<file path="src/rtl/i2c_slave_engine.sv">
// rtl/i2c_slave_engine.sv - I2C slave byte engine; clock stretching enabled by I2C_SLAVE_CLK_STRETCH_EN
module i2c_slave_engine #(
    parameter logic [6:0] SLAVE_ADDR = 7'h48
) (
    input  logic       clk,
    input  logic       reset,
    input  logic       scl_in,
    input  logic       sda_in,
    output logic       sda_oe,
    output logic       scl_oe,
    output logic [7:0] rx_data,
    output logic       rx_valid,
    input  logic [7:0] tx_data,
    input  logic       tx_ready,
    output logic       tx_req,
    output logic       busy,
    output logic       nack_seen
);

    localparam logic [2:0] S_IDLE     = 3'd0;
    localparam logic [2:0] S_ADDR     = 3'd1;
    localparam logic [2:0] S_ADDR_ACK = 3'd2;
    localparam logic [2:0] S_RX_BYTE  = 3'd3;
    localparam logic [2:0] S_RX_ACK   = 3'd4;
    localparam logic [2:0] S_TX_BYTE  = 3'd5;
    localparam logic [2:0] S_TX_ACK   = 3'd6;
    localparam logic [2:0] S_IGNORE   = 3'd7;

    logic [1:0] scl_sync;
    logic [1:0] sda_sync;
    logic       scl_q;
    logic       sda_q;
    logic [2:0] sync_vld;

    logic       scl_s;
    logic       sda_s;
    logic       armed;
    logic       scl_rise;
    logic       scl_fall;
    logic       start_det;
    logic       stop_det;
    logic       tx_enter;

    logic [2:0] state;
    logic [2:0] bit_cnt;
    logic [7:0] shreg;
    logic       byte_done;
    logic       rw;
    logic       load_pending;

    // Two-flop synchronizers plus one history stage for edge detection; reset to idle-bus level
    always_ff @(posedge clk or negedge reset) begin
        if (!reset) begin
            scl_sync <= 2'b11;
            sda_sync <= 2'b11;
            scl_q    <= 1'b1;
            sda_q    <= 1'b1;
            sync_vld <= 3'b000;
        end else begin
            scl_sync <= {scl_sync[0], scl_in};
            sda_sync <= {sda_sync[0], sda_in};
            scl_q    <= scl_sync[1];
            sda_q    <= sda_sync[1];
            sync_vld <= {sync_vld[1:0], 1'b1};
        end
    end

    // Edge/condition detection is masked until the pipeline holds real pin samples,
    // so a bus caught mid-transfer at reset release cannot fake a START.
    always_comb begin
        scl_s     = scl_sync[1];
        sda_s     = sda_sync[1];
        armed     = sync_vld[2];
        scl_rise  = armed &  scl_s & ~scl_q;
        scl_fall  = armed & ~scl_s &  scl_q;
        start_det = armed &  scl_s &  scl_q &  sda_q & ~sda_s;
        stop_det  = armed &  scl_s &  scl_q & ~sda_q &  sda_s;
        tx_enter  = scl_fall & (((state == S_ADDR_ACK) & rw) |
                                ((state == S_TX_ACK) & byte_done));
    end

    // Protocol FSM: START/STOP override everything, otherwise act on SCL edges per state
    always_ff @(posedge clk or negedge reset) begin
        if (!reset) begin
            state        <= S_IDLE;
            bit_cnt      <= 3'd0;
            shreg        <= 8'h00;
            byte_done    <= 1'b0;
            rw           <= 1'b0;
            load_pending <= 1'b0;
            sda_oe       <= 1'b0;
            scl_oe       <= 1'b0;
            rx_data      <= 8'h00;
            rx_valid     <= 1'b0;
            tx_req       <= 1'b0;
            busy         <= 1'b0;
            nack_seen    <= 1'b0;
        end else begin
            rx_valid  <= 1'b0;
            tx_req    <= 1'b0;
            nack_seen <= 1'b0;
            if (stop_det) begin
                state        <= S_IDLE;
                sda_oe       <= 1'b0;
                scl_oe       <= 1'b0;
                busy         <= 1'b0;
                byte_done    <= 1'b0;
                load_pending <= 1'b0;
            end else if (start_det) begin
                state        <= S_ADDR;
                bit_cnt      <= 3'd0;
                sda_oe       <= 1'b0;
                scl_oe       <= 1'b0;
                byte_done    <= 1'b0;
                load_pending <= 1'b0;
            end else if (tx_enter) begin
                // Falling edge ending an ACK slot of a read: hand out the next byte
                state     <= S_TX_BYTE;
                tx_req    <= 1'b1;
                byte_done <= 1'b0;
`ifdef I2C_SLAVE_CLK_STRETCH_EN
                if (!tx_ready) begin
                    sda_oe       <= 1'b0;
                    scl_oe       <= 1'b1;
                    load_pending <= 1'b1;
                end else
`endif
                begin
                    shreg  <= tx_data;
                    sda_oe <= ~tx_data[7];
                end
            end else begin
                case (state)
                    S_ADDR: begin
                        if (scl_rise) begin
                            shreg   <= {shreg[6:0], sda_s};
                            bit_cnt <= bit_cnt + 3'd1;
                            if (bit_cnt == 3'd7) begin
                                byte_done <= 1'b1;
                                rw        <= sda_s;
                            end
                        end else if (scl_fall && byte_done) begin
                            byte_done <= 1'b0;
                            if (shreg[7:1] == SLAVE_ADDR) begin
                                sda_oe <= 1'b1;
                                busy   <= 1'b1;
                                state  <= S_ADDR_ACK;
                            end else begin
                                busy  <= 1'b0;
                                state <= S_IGNORE;
                            end
                        end
                    end
                    S_ADDR_ACK: begin
                        // Read direction is taken by tx_enter; only the write path remains
                        if (scl_fall) begin
                            sda_oe <= 1'b0;
                            state  <= S_RX_BYTE;
                        end
                    end
                    S_RX_BYTE: begin
                        if (scl_rise) begin
                            shreg   <= {shreg[6:0], sda_s};
                            bit_cnt <= bit_cnt + 3'd1;
                            if (bit_cnt == 3'd7) begin
                                rx_data   <= {shreg[6:0], sda_s};
                                rx_valid  <= 1'b1;
                                byte_done <= 1'b1;
                            end
                        end else if (scl_fall && byte_done) begin
                            byte_done <= 1'b0;
                            sda_oe    <= 1'b1;
                            state     <= S_RX_ACK;
                        end
                    end
                    S_RX_ACK: begin
                        if (scl_fall) begin
                            sda_oe <= 1'b0;
                            state  <= S_RX_BYTE;
                        end
                    end
                    S_TX_BYTE: begin
                        if (load_pending) begin
                            // SCL is held low here, so driving the first bit is safe
                            if (tx_ready) begin
                                shreg        <= tx_data;
                                sda_oe       <= ~tx_data[7];
                                scl_oe       <= 1'b0;
                                load_pending <= 1'b0;
                            end
                        end else if (scl_rise) begin
                            bit_cnt <= bit_cnt + 3'd1;
                            if (bit_cnt == 3'd7) begin
                                byte_done <= 1'b1;
                            end
                        end else if (scl_fall) begin
                            if (byte_done) begin
                                byte_done <= 1'b0;
                                sda_oe    <= 1'b0;
                                state     <= S_TX_ACK;
                            end else begin
                                shreg  <= {shreg[6:0], 1'b0};
                                sda_oe <= ~shreg[6];
                            end
                        end
                    end
                    S_TX_ACK: begin
                        // Master ACK (0) arms a reload on the next fall; NACK ends our part
                        if (scl_rise) begin
                            if (sda_s) begin
                                nack_seen <= 1'b1;
                                state     <= S_IGNORE;
                            end else begin
                                byte_done <= 1'b1;
                            end
                        end
                    end
                    default: begin
                    end
                endcase
            end
        end
    end

endmodule
</file>
<file path="config.mk">
export PLATFORM = sky130hd
export DESIGN_NAME = i2c_slave_engine
export DESIGN_NICKNAME = d
export VERILOG_FILES = /design/src/rtl/i2c_slave_engine.sv
export SDC_FILE = /design/constraint.sdc
export NUM_CORES = 1
export LEC_CHECK = 0
export BUFFER_PORTS_ARGS = -buffer_cell sky130_fd_sc_hd__buf_2
export CAP_MARGIN = 20
export CORE_UTILIZATION = 51
export DETAILED_ROUTE_END_ITERATION = 10
export GPL_ROUTABILITY_DRIVEN = 0
export PLACE_DENSITY = 0.86
export SKIP_LAST_GASP = 1
export SYNTH_ARGS = -nofsm -noshare
export SYNTH_HDL_FRONTEND = slang
export SYNTH_SLANG_ARGS = --single-unit
</file>
<file path="constraint.sdc">
create_clock -name clk -period 2.2 [get_ports clk]
set_clock_uncertainty 0.15 [all_clocks]
set_input_delay 0.22 -clock clk [delete_from_list [all_inputs] [get_ports clk]]
set_output_delay 0.22 -clock clk [all_outputs]
set_load 0.01 [all_outputs]
</file>
==> results of run 1 <==
==> repair_timing <==
item / CTS / global route
hold endpoints to repair: 35 / 0
setup buffers: 0 / 2
hold buffers: 3 / 0
resized for setup: 0 / 6
setup endpoints to repair: 0 / 12
==> power breakdown <==
part	switching, mW	internal (mW)	leakage (nW)
clock	0.256	0.367	0.0612
sequential	0.184	0.849	0.470
combinational	0.475	0.451	0.629
total	0.916	1.67	1.16
==> state kept, by name, indices dropped and copies added (netlist names), 2 cells and up <==
signal	cells
sync_vld	3
rx_data	8
sda_sync	2
state	3
bit_cnt	3
shreg	8
scl_sync	2
==> stage by stage <==
| step | power, mW | std cells | hold WS, ns |
|---|---|---|---|
| floorplan | 1.66 | 211 | -0.226 |
| global placement | 1.85 | 284 | 0.175 |
| detailed placement | 1.88 | 284 | 0.177 |
| CTS | 2.51 | 295 | 0.0693 |
| global route | 2.74 | 297 | 0.0841 |
| finish | 2.58 | 297 | 0.0714 |
==> path summary, 6_finish.rpt <==
path | start | endpoint | slack [ns] | cells after the start
max | scl_sync[1]$_DFF_PN1_ | state[2]$_DFFE_PN0P_ | 0.06 | 5
min | tx_data[4] | shreg[4]$_DFFE_PN0P_ | 0.07 | 3
max reg2reg | scl_sync[1]$_DFF_PN1_ | state[2]$_DFFE_PN0P_ | 0.06 | 5
min reg2reg | sync_vld[0]$_DFF_PN0_ | sync_vld[1]$_DFF_PN0_ | 0.20 | 0
max in group asynchronous | reset | state[1]$_DFFE_PN0P_ | 0.91 | 2
min in group asynchronous | reset | busy$_DFFE_PN0P_ | 0.41 | 2
==> worst max-delay path, delay by kind of cell (launching register included) <==
| family | cells | cell delay (ns) |
|---|---|---|
| and+or+nand+nor | 3 | 0.75 |
| AOI/OAI and AO/OA | 1 | 0.22 |
| muxes | 1 | 0.33 |
| DFF | 1 | 0.58 |
==> layer usage <==
metal,wire length [µm],global-route usage,share of wire,vias to the layer above
li1,-,-,-,815
met1,2020,0.317,0.43,851
met2,2330,0.388,0.49,75
met3,257,0.0486,0.055,14
met4,106,0.0815,0.022,0
met5,0,0,0,-
==> cell type report <==
type	count	area [µm²]	share of cell area
flip-flops and latches	39	985	0.405
multi-input cells	151	972	0.400
repair buffers	43	268	0.110
clock buffers	6	82.6	0.0340
well taps	48	60.1	0.0247
clock inverters	2	35.0	0.0144
inverters	8	30.0	0.0123
==> cell usage in the layout (no fill, tap or decap), types with 4 or more instances in the layout <==
| cell type | netlist | layout |
|---|---|---|
| dfrtp_1 | 33 | 32 |
| nand3_1 | 6 | 6 |
| inv_1 | 6 | 6 |
| dfstp_2 | 6 | 6 |
| nor2b_1 | 4 | 4 |
| buf_2 | 5 | 25 |
| buf_4 | 2 | 15 |
| nor2_1 | 15 | 15 |
| o21ai_0 | 6 | 6 |
| a21oi_1 | 11 | 11 |
| and3_1 | 4 | 4 |
| mux2i_1 | 7 | 7 |
| clkbuf_8 | 0 | 6 |
| nand2_1 | 32 | 32 |
==> cell families (layout without fill, tap and decap cells) <==
logic type | Yosys count | after routing | synth area share
simple gates | 86 | 86 | 0.216
compound gates | 45 | 45 | 0.148
flops | 39 | 39 | 0.478
buf+inv | 21 | 59 | 0.0595
mux | 13 | 13 | 0.0668
xor+xnor | 3 | 3 | 0.0164
fa+ha+maj | 2 | 2 | 0.0121
other cells | 2 | 2 | 0.00365
==> summary.md, run 1 <==
| Metric | Value |
|---|---|
| CP peak stage delay | just under 0.6 ns |
| Worst-Skew Late Latency | 0.30 ns |
| H-tree levels | 2 |
| DIE HEIGHT | approximately 66 µm |
| Finished Core Util | 0.645 |
| Clk root buf | clkbuf_8 |
| Worst path cell trace | and3b_2, or3_1, a21o_1, nand4_4, mux2_1 |
| Drt pass-1 iters | 4 |
| Final Setup Violations | 0 |
| Synth Net Count | 226 |
| Synth top area share | 0.401 |
| Tot GR Track Use | 0.239 |
| Sequential share of the synthesized area | 0.478 |
| Area Growth Syn to Fin | 18.1% |
| Initial drt markers | between 100 and 150 |
| Worst Setup Start Kind | flop |
| Finished Cell Area | 2430 µm² |
| IO buf count | 25 |
| Min Clock Period, post-route | roughly 2.1 ns |
| Worst Path Max Fanout | 7 |
| Initial antenna violation count | 0 |
| Synth top area cells | dfrtp_1 (40%), dfstp_2 (7.7%), nand2_1 (5.8%) |
| Post-Synthesis Cells | about 210 |
| WL final | between 4000 and 5000 µm |
| Cell area after placement | 2250 µm² |
| VDD IR-drop max | about 0.76 mV |
| # DRC | 0 |
| Final nets | ~260 |
| Clock Path Buffers | 2 |
| CTS Buf Count | 5 |
| Site row count | 22 |
| HP Class | input port to flop |
| Fill cell count | 310 |
| Cell taking the most area after synthesis | dfrtp_1 |
| Average wire per standard cell | 15.9 µm |
| Asr flop ratio synth | 1.00 |
| Synth Register Bits | 39 |
| Worst Tran Pin Value | approximately 0.85 ns |
| CP endpoint kind | flop |
| Avg Cell Area, Syn | around 10 µm² |
| Count leader, synth | dfrtp_1 |
| Initial Util | 0.546 |
| Die area | around 4300 µm² |
| Critical-path top delay cell | dfstp_2 |
| Critical Path AT | around 2.2 ns |
| Worst setup margin | between 0.05 and 0.06 ns |
| Required @ worst endpoint | ~2.2 ns |
| Leak pwr | 1.16 nW |
| Post-synth EDFFs | 0 |
| Slew margin rel. | 0.432 |
| CTS clk-pin slew, worst paths | around 0.08 ns |
| Vias post-DR | 1755 |
| Slew Viols, Final | 0 |
| Share of cells above drive strength 1 | 0.285 |
| Final hold violation count | 0 |
| PwrDens | roughly 1100 nW/µm² |
| Core Area | 3770 µm² |
| Max-Cap Viols | 0 |
| Placed wire-length estimate | 3160 µm |
| Commonest cells post-synth | dfrtp_1 (33), nand2_1 (32), nor2_1 (15) |
| Largest net degree at the start of global routing | 40 |
| Status | complete, no violations |
| Number of I/O pins | 27 |
| Pre-CTS WS | around 0.054 ns |
| Setup tns final | 0 ns |
| CTS tree | done |
| Vias/cell | 5.91 |
| Max Fclk | around 0.47 GHz |
| Sinks on the clock net | 39 |
| Fin crit share | 0.973 |
| Vias in the first global route | about 1600 |
| Synth Warn # | 0 |
| Distinct cell type count after synthesis | between 50 and 60 |
| Gr ovfl total | 0 |
| Setup CP Type | flop to flop |
| Synth Flop Type | dfrtp_1 |
| First-pass GRT wire length | 7680 µm |
| N_diodes | 0 |
| Cell Area, Synth | 2060 µm² |
| Routed Antenna Nets | 0 |
| Die Wd | around 66 µm |
Note: power is estimated with default switching activity, not from simulation.
==> inputs of run 2 (changes only) <==
--- a/config.mk
+++ b/config.mk
@@ -5,12 +5,15 @@
 export SDC_FILE = /design/constraint.sdc
 export NUM_CORES = 1
 export LEC_CHECK = 0
+export ABC_AREA = 1
 export BUFFER_PORTS_ARGS = -buffer_cell sky130_fd_sc_hd__buf_2
 export CAP_MARGIN = 20
-export CORE_UTILIZATION = 51
+export CORE_ASPECT_RATIO = 0.5
+export CORE_UTILIZATION = 52
+export CTS_CLUSTER_DIAMETER = 50
 export DETAILED_ROUTE_END_ITERATION = 10
 export GPL_ROUTABILITY_DRIVEN = 0
-export PLACE_DENSITY = 0.86
+export PLACE_DENSITY = 0.87
 export SKIP_LAST_GASP = 1
 export SYNTH_ARGS = -nofsm -noshare
 export SYNTH_HDL_FRONTEND = slang
==> run 2 against run 1 <==
Sequential power is 5% lower. Cell count is 17% higher. Critical path depth grew 6. Register-to-register slack improved by 0.13 ns. Total power increased by 13%. Highest routed layer unchanged. Combinational power increased by 39%. Non-clock buffer count is 10 lower. Wire length increased by 5.7%. Sequential share of layout area fell by 0.26 points.
==> summary.md, run 2 <==
| Metric | Value |
|---|---|
| Sequential share of the synthesized area | 0.467 (-0.0105) |
| Setup tns final | 0 ns (unchanged) |
| Worst-Skew Late Latency | 0.30 ns (about the same) |
| Fin crit share | 0.912 (-0.0607) |
| CTS Buf Count | 5 (unchanged) |
| Drt pass-1 iters | 6 (+2) |
| First-pass GRT wire length | 8070 µm (+5.1%) |
| Critical Path AT | 2.05 ns (-0.12 ns) |
| Area Growth Syn to Fin | 16.1% |
| Asr flop ratio synth | 1.00 (unchanged) |
| Sinks on the clock net | 39 (unchanged) |
| Fill cell count | 277 (-11%) |
| Worst Path Max Fanout | 10 (+3) |
| Cell taking the most area after synthesis | dfrtp_1 |
| Routed Antenna Nets | 0 (unchanged) |
| WL final | 4980 µm (+5.7%) |
| Initial antenna violation count | 0 (unchanged) |
| Min Clock Period, post-route | 2.01 ns (-0.134 ns) |
| Initial drt markers | 366 (+240%) |
| Share of cells above drive strength 1 | 0.267 (-0.0182) |
| Cell Area, Synth | 2110 µm² (+2.2%) |
| # DRC | 0 (unchanged) |
| Slew Viols, Final | 0 (unchanged) |
| Commonest cells post-synth | nand2_1 (62), dfrtp_1 (33), nor2_1 (28) |
| Final Setup Violations | 0 (unchanged) |
| Post-synth EDFFs | 0 (unchanged) |
| Count leader, synth | nand2_1 |
| Critical-path top delay cell | dfstp_2 |
| DIE HEIGHT | 47 µm (-28%) |
| Die Wd | 92.0 µm (+40%) |
| Sum of buffers and inverters on the critical path | 1 (+1) |
| H-tree levels | 2 (unchanged) |
| Final nets | 310 (+18%) |
| Commonest non-fill, non-tap cell in the layout | nand2_1 |
| Die area | 4320 µm² (+0.64%) |
| Setup CP Type | flop to flop |
| Status | complete, no violations |
| RSZ-0062 raised after global routing | no |
| Initial Util | 0.578 (+0.0322) |
| Clock Path Buffers | 2 (unchanged) |
| CP endpoint kind | flop |
| Crit path max-delay family | simple AND/OR/NAND/NOR gates |
| Site row count | 15 (-32%) |
| VDD IR-drop max | 0.488 mV (-36%) |
| Synth Flop Type | dfrtp_1 |
| N_diodes | 0 (unchanged) |
| Final hold violation count | 0 (unchanged) |
| CTS clk-pin slew, worst paths | 0.08 ns (about the same) |
| Average wire per standard cell | 14.3 µm (-9.6%) |
| Total power | 2.91 mW (+13%) |
| Post-Synthesis Cells | 262 (+24%) |
| IO buf count | 25 (unchanged) |
| Synth Warn # | 0 (unchanged) |
| Worst path cell trace | nand2_1, nor2_4, nand3_4, nand2_4, inv_2, nand3_2, nand3_2, nor2_4, nand2_2, nand2_1, nand2_1 |
| Leak pwr | 1.25 nW (+7.7%) |
| Synth Net Count | 277 (+23%) |
| Number of I/O pins | 27 (unchanged) |
| Max Fclk | 0.498 GHz (+6.7%) |
| Most used cell, CP | nand2_1 |
| Largest net degree at the start of global routing | 40 (unchanged) |
| Slew margin rel. | 0.442 (+0.0100) |
| Max-Cap Viols | 0 (unchanged) |
| CP peak stage delay | 0.55 ns (-0.03 ns) |
| Vias in the first global route | 1681 (+3.4%) |
| Clk root buf | clkbuf_8 |
| Vias/cell | 5.73 (-3.1%) |
| HP Class | input port to flop |
| CTS tree | done |
| Avg Cell Area, Syn | 8.04 µm² (-18%) |
| Tot GR Track Use | 0.249 (+0.0102) |
| Synth top area share | 0.392 (-0.00882) |
| Most frequent cells in the layout | nand2_1 (61), dfrtp_1 (33), nor2_1 (28) |
| Synth Register Bits | 39 (unchanged) |
| Regs by FF count | rx_data (8), shreg (8) |
| Placed wire-length estimate | 3350 µm (+6.1%) |
| Worst Setup Start Kind | flop |
| Distinct cell type count after synthesis | 29 (-49%) |
| Gr ovfl total | 0 (unchanged) |
| Vias post-DR | 1987 (+13%) |
| Synth top area cells | dfrtp_1 (39%), nand2_1 (11%), dfstp_2 (7.5%) |
| Worst Tran Pin Value | 0.836 ns (-0.0150 ns) |
| Core Area | 3640 µm² (-3.5%) |
| PwrDens | 1190 nW/µm² (+12%) |
| Required @ worst endpoint | 2.24 ns (about the same) |
[run 2: changes by cell type after synthesis, sizes merged, moves of 6 or more]
| cell | previous run | this run |
|---|---|---|
| inv | 7 | 30 |
| mux2 | 6 | 0 |
| mux2i | 7 | 0 |
| nand4 | 2 | 8 |
| nand2 | 32 | 69 |
| nand3 | 7 | 24 |
| nor2 | 17 | 37 |
| o21ai | 7 | 23 |
[run 2: kinds of logic (layout without fill, tap and decap cells)]
kind of cell             Yosys count  after routing  share of synthesized area
other                              2              2                    0.00357
adder cells (fa/ha/maj)            2              2                     0.0119
flip-flops                        39             39                      0.467
buffers and inverters             38             72                     0.0844
AND/OR/NAND/NOR                  141            141                      0.326
AO/OA/AOI/OAI                     40             40                      0.107
[run 2: area by class of cell]
cell class	instances	area, µm²	area share
clock buffer	6	82.6	0.0338
inverter	31	116	0.0476
multi-input combinational	185	965	0.395
timing repair buffer	33	195	0.0798
clock inverter	2	38.8	0.0159
tap	51	63.8	0.0261
sequential	39	983	0.402
[run 2: power by group]
group | switching (mW) | total [mW] | internal, mW
Clock | 0.266 | 0.639 | 0.373
Combinational | 0.841 | 1.29 | 0.453
Sequential | 0.115 | 0.980 | 0.865
Total | 1.22 | 2.91 | 1.69
[run 2: stage by stage]
| stage | setup slack (ns) | instance area (µm²) | hold slack, ns | util | std cells |
|---|---|---|---|---|---|
| 3_5_place_dp | 0.149 | 2240 | 0.177 | 0.615 | 332 |
| 4_1_cts | 0.115 | 2400 | 0.129 | 0.660 | 344 |
| 2_1_floorplan | 0.380 | 2110 | -0.226 | - | 262 |
| 3_3_place_gp | 0.194 | 2240 | 0.175 | 0.615 | 332 |
| 5_1_grt | 0.0611 | 2440 | 0.167 | 0.671 | 347 |
| 6_report | 0.193 | 2440 | 0.132 | 0.671 | 347 |
[run 2: path summary, 6_finish.rpt]
kind,start,to,slack [ns],cells after the start
setup reg to reg,scl_sync[1]$_DFF_PN1_,state[1]$_DFFE_PN0P_,0.19,11
max in group asynchronous,reset,sync_vld[2]$_DFF_PN0_,0.95,2
setup / recovery,scl_sync[1]$_DFF_PN1_,state[1]$_DFFE_PN0P_,0.19,11
hold reg to reg,sda_sync[0]$_DFF_PN1_,sda_sync[1]$_DFF_PN1_,0.21,0
min in group asynchronous,reset,sync_vld[0]$_DFF_PN0_,0.43,2
hold / removal,tx_data[3],shreg[3]$_DFFE_PN0P_,0.13,5
[run 2: worst reg2reg max path, cell delays in order (launching register included)]
cell     delay (ns)
dfstp_2        0.55
nand2_1        0.10
nor2_4         0.15
nand3_4        0.16
nand2_4        0.14
inv_2          0.12
nand3_2        0.11
nand3_2        0.10
nor2_4         0.13
nand2_2        0.08
nand2_1        0.06
nand2_1        0.05
[run 2: routing by layer]
metal | wire length (µm) | vias up | global-route usage
li1 | - | 916 | -
met1 | 2090 | 911 | 0.343
met2 | 2180 | 128 | 0.381
met3 | 490 | 32 | 0.0566
met4 | 216 | 0 | 0.128
met5 | 0 | - | 0
[run 2: what timing repair did]
item / 4_1_cts / 5_1_grt
gates resized for setup: 0 / 4
setup buffers: 0 / 3
hold buffers: 4 / 0
setup endpoints to repair: 0 / 5
endpoints found under the hold margin: 36 / 0
==> inputs of run 3 (changes only) <==
--- a/config.mk
+++ b/config.mk
@@ -14,7 +14,9 @@
 export DETAILED_ROUTE_END_ITERATION = 10
 export GPL_ROUTABILITY_DRIVEN = 0
 export PLACE_DENSITY = 0.87
+export RECOVER_POWER = 50
 export SKIP_LAST_GASP = 1
+export SLEW_MARGIN = 40
 export SYNTH_ARGS = -nofsm -noshare
 export SYNTH_HDL_FRONTEND = slang
 export SYNTH_SLANG_ARGS = --single-unit
==> run 3 against run 2 <==
Sequential power is essentially flat. Global-route usage is the same. Sequential cell count is the same. Wire length is essentially flat. Clock-buffer cell count is the same. Setup slack is essentially flat. Critical endpoint unchanged. Clock power is essentially flat. Sequential share of layout area is the same. Cell count is the same. Highest routed layer unchanged. Worst hold slack is essentially flat.
==> summary.md, run 3 (synthesis gave the netlist of run 2 again) <==
| Metric | Value |
|---|---|
| Final Setup Violations | 0 (unchanged) |
| CTS Buf Count | 5 (unchanged) |
| Sum of buffers and inverters on the critical path | 1 (unchanged) |
| Status | complete, no violations |
| Clock Path Buffers | 2 (unchanged) |
| Worst Tran Pin Value | 0.926 ns (+0.0895 ns) |
| Most used cell, CP | nand2_1 |
| VDD IR-drop max | 0.489 mV (about the same) |
| Setup tns final | 0 ns (unchanged) |
| Worst Hold Path EP | shreg[3]$_DFFE_PN0P_ |
| Min Clock Period, post-route | 2.01 ns (+0.000219 ns) |
| CP peak stage delay | 0.55 ns (about the same) |
| Worst path cell trace | nand2_1, nor2_4, nand3_4, nand2_4, inv_2, nand3_2, nand3_2, nor2_4, nand2_2, nand2_1, nand2_1 |
| Routed Antenna Nets | 0 (unchanged) |
| Share of cells above drive strength 1 | 0.264 (-0.00338) |
| Max-Cap Viols | 0 (unchanged) |
| Vias in the first global route | 1681 (unchanged) |
| HP Start | tx_data[3] |
| Slew margin rel. | 0.383 (-0.0597) |
| # DRC | 0 (unchanged) |
| R2r endpoint | state[1]$_DFFE_PN0P_ |
| Worst-Skew Late Latency | 0.29 ns (about the same) |
| First-pass GRT wire length | 8070 µm (unchanged) |
| Comb pwr share | 0.445 (about the same) |
| Finished Core Util | 0.671 (unchanged) |
| Cells on worst reg2reg path | 11 (unchanged) |
| Cell Int Power | 1.69 mW (about the same) |
| Number of I/O pins | 27 (unchanged) |
| Final hold violation count | 0 (unchanged) |
| N_diodes | 0 (unchanged) |
| Worst Path Max Fanout | 10 (unchanged) |
| Switch Pwr | 1.22 mW (about the same) |
| CP endpoint kind | flop |
| Switch share | 0.419 (about the same) |
| Fin crit share | 0.912 (about the same) |
| HP Class | input port to flop |
| Final nets | 310 (unchanged) |
| Sequential share of power | 0.336 (about the same) |
| Slew Viols, Final | 0 (unchanged) |
| Non-Filler Instances | 347 (unchanged) |
| Clock power frac | 0.219 (about the same) |
| Vias post-DR | 1991 (+0.20%) |
| H-tree levels | 2 (unchanged) |
| Tot GR Track Use | 0.249 (unchanged) |
| Placed wire-length estimate | 3350 µm (unchanged) |
| Min-Delay Path Depth | 5 (unchanged) |
| Worst Setup Start Kind | flop |
| Largest net degree at the start of global routing | 40 (unchanged) |
| Area Growth Syn to Fin | 16.1% (unchanged) |
| Core Area | 3640 µm² (unchanged) |
| PwrDens | 1190 nW/µm² (about the same) |
| Regs by FF count | rx_data (8), shreg (8) |
| Required @ worst endpoint | 2.24 ns (about the same) |
| Setup CP Type | flop to flop |
| Critical Path AT | 2.05 ns (about the same) |
| Internal reg-to-reg setup slack | 0.19 ns (about the same) |
| Gr ovfl total | 0 (unchanged) |
| Die area | 4320 µm² (unchanged) |
| Site row count | 15 (unchanged) |
| Most frequent cells in the layout | nand2_1 (61), dfrtp_1 (33), nor2_1 (28) |
| Leak pwr | 1.25 nW (about the same) |
| Placed insts | 332 (unchanged) |
| CTS tree | done |
| Pre-CTS WS | 0.149 ns (unchanged) |
| Average wire per standard cell | 14.4 µm (about the same) |
| RSZ-0062 raised after global routing | no |
| Crit path max-delay family | simple AND/OR/NAND/NOR gates |
| Die Wd | 92.0 µm (unchanged) |
| Initial Util | 0.578 (unchanged) |
| Worst setup margin | 0.193 ns (-0.000219 ns) |
| Total power | 2.91 mW (about the same) |
| Critical-path top delay cell | dfstp_2 |
| Commonest non-fill, non-tap cell in the layout | nand2_1 |
| Max Fclk | 0.498 GHz (about the same) |
| Vias/cell | 5.74 (+0.20%) |
| Initial antenna violation count | 0 (unchanged) |
| Clk root buf | clkbuf_8 |
| Initial drt markers | 366 (unchanged) |
| WL final | 4980 µm (about the same) |
| Worst reg2reg startpoint | scl_sync[1]$_DFF_PN1_ |
| Sinks on the clock net | 39 (unchanged) |
| IO buf count | 25 (unchanged) |
| CTS clk-pin slew, worst paths | 0.08 ns (about the same) |
| DIE HEIGHT | 47 µm (unchanged) |
| Drt pass-1 iters | 6 (unchanged) |
run 3: through the flow:
step	instance area [µm²]	hold slack, ns
detailed placement	2240	0.177
global placement	2240	0.175
CTS	2400	0.129
finish	2440	0.132
global route	2440	0.167
floorplan	2110	-0.226
run 3: routing by layer:
metal  vias to the layer above  routed length (µm)  track usage
li1                        916                   -            -
met5                         -                   0            0
met4                         0                 233        0.128
met1                       906                2100        0.343
met2                       135                2180        0.381
met3                        34                 472       0.0566
run 3: worst max path at each step:
stage / startpoint / to / slack [ns] / cells past startpoint
final: scl_sync[1]$_DFF_PN1_ / state[1]$_DFFE_PN0P_ / 0.19 / 11
after global routing: scl_sync[1]$_DFF_PN1_ / state[1]$_DFFE_PN0P_ / 0.06 / 11
after CTS: scl_sync[1]$_DFF_PN1_ / state[1]$_DFFE_PN0P_ / 0.12 / 11
after detailed placement: scl_sync[1]$_DFF_PN1_ / state[1]$_DFFE_PN0P_ / 0.15 / 11
after global placement: scl_sync[1]$_DFF_PN1_ / state[2]$_DFFE_PN0P_ / 0.19 / 11
after floorplan: scl_sync[1]$_DFF_PN1_ / state[0]$_DFFE_PN0P_ / 0.38 / 11
run 3: power by group through the flow:
stage / logic [mW] / clock network, mW / registers, mW
floorplan: 1.06 / 0 / 0.951
global placement: 1.18 / 0 / 0.984
detailed placement: 1.22 / 0 / 0.989
CTS: 1.25 / 0.642 / 0.976
global route: 1.44 / 0.673 / 1.00
finish: 1.30 / 0.638 / 0.979
run 3: cell type report:
class | instances | area (µm²)
clock buffers | 6 | 82.6
clock inverters | 2 | 38.8
fillers | 277 | 1200
inverters | 31 | 116
multi-input cells | 185 | 965
flip-flops and latches | 39 | 983
well taps | 51 | 63.8
repair buffers | 33 | 195
run 3: timing repair:
item	4_1_cts	5_1_grt
hold buffers	4	0
setup endpoints to repair	0	5
gates resized for setup	0	4
setup buffers	0	3
hold endpoints to repair	36	0
run 3: worst reg2reg max path, cell delays in order, from the launching register on:
cell and delay (ns):
dfstp_2 0.55, nand2_1 0.10, nor2_4 0.15, nand3_4 0.16, nand2_4 0.15, inv_2 0.13
nand3_2 0.11, nand3_2 0.10, nor2_4 0.13, nand2_2 0.08, nand2_1 0.06, nand2_1 0.05
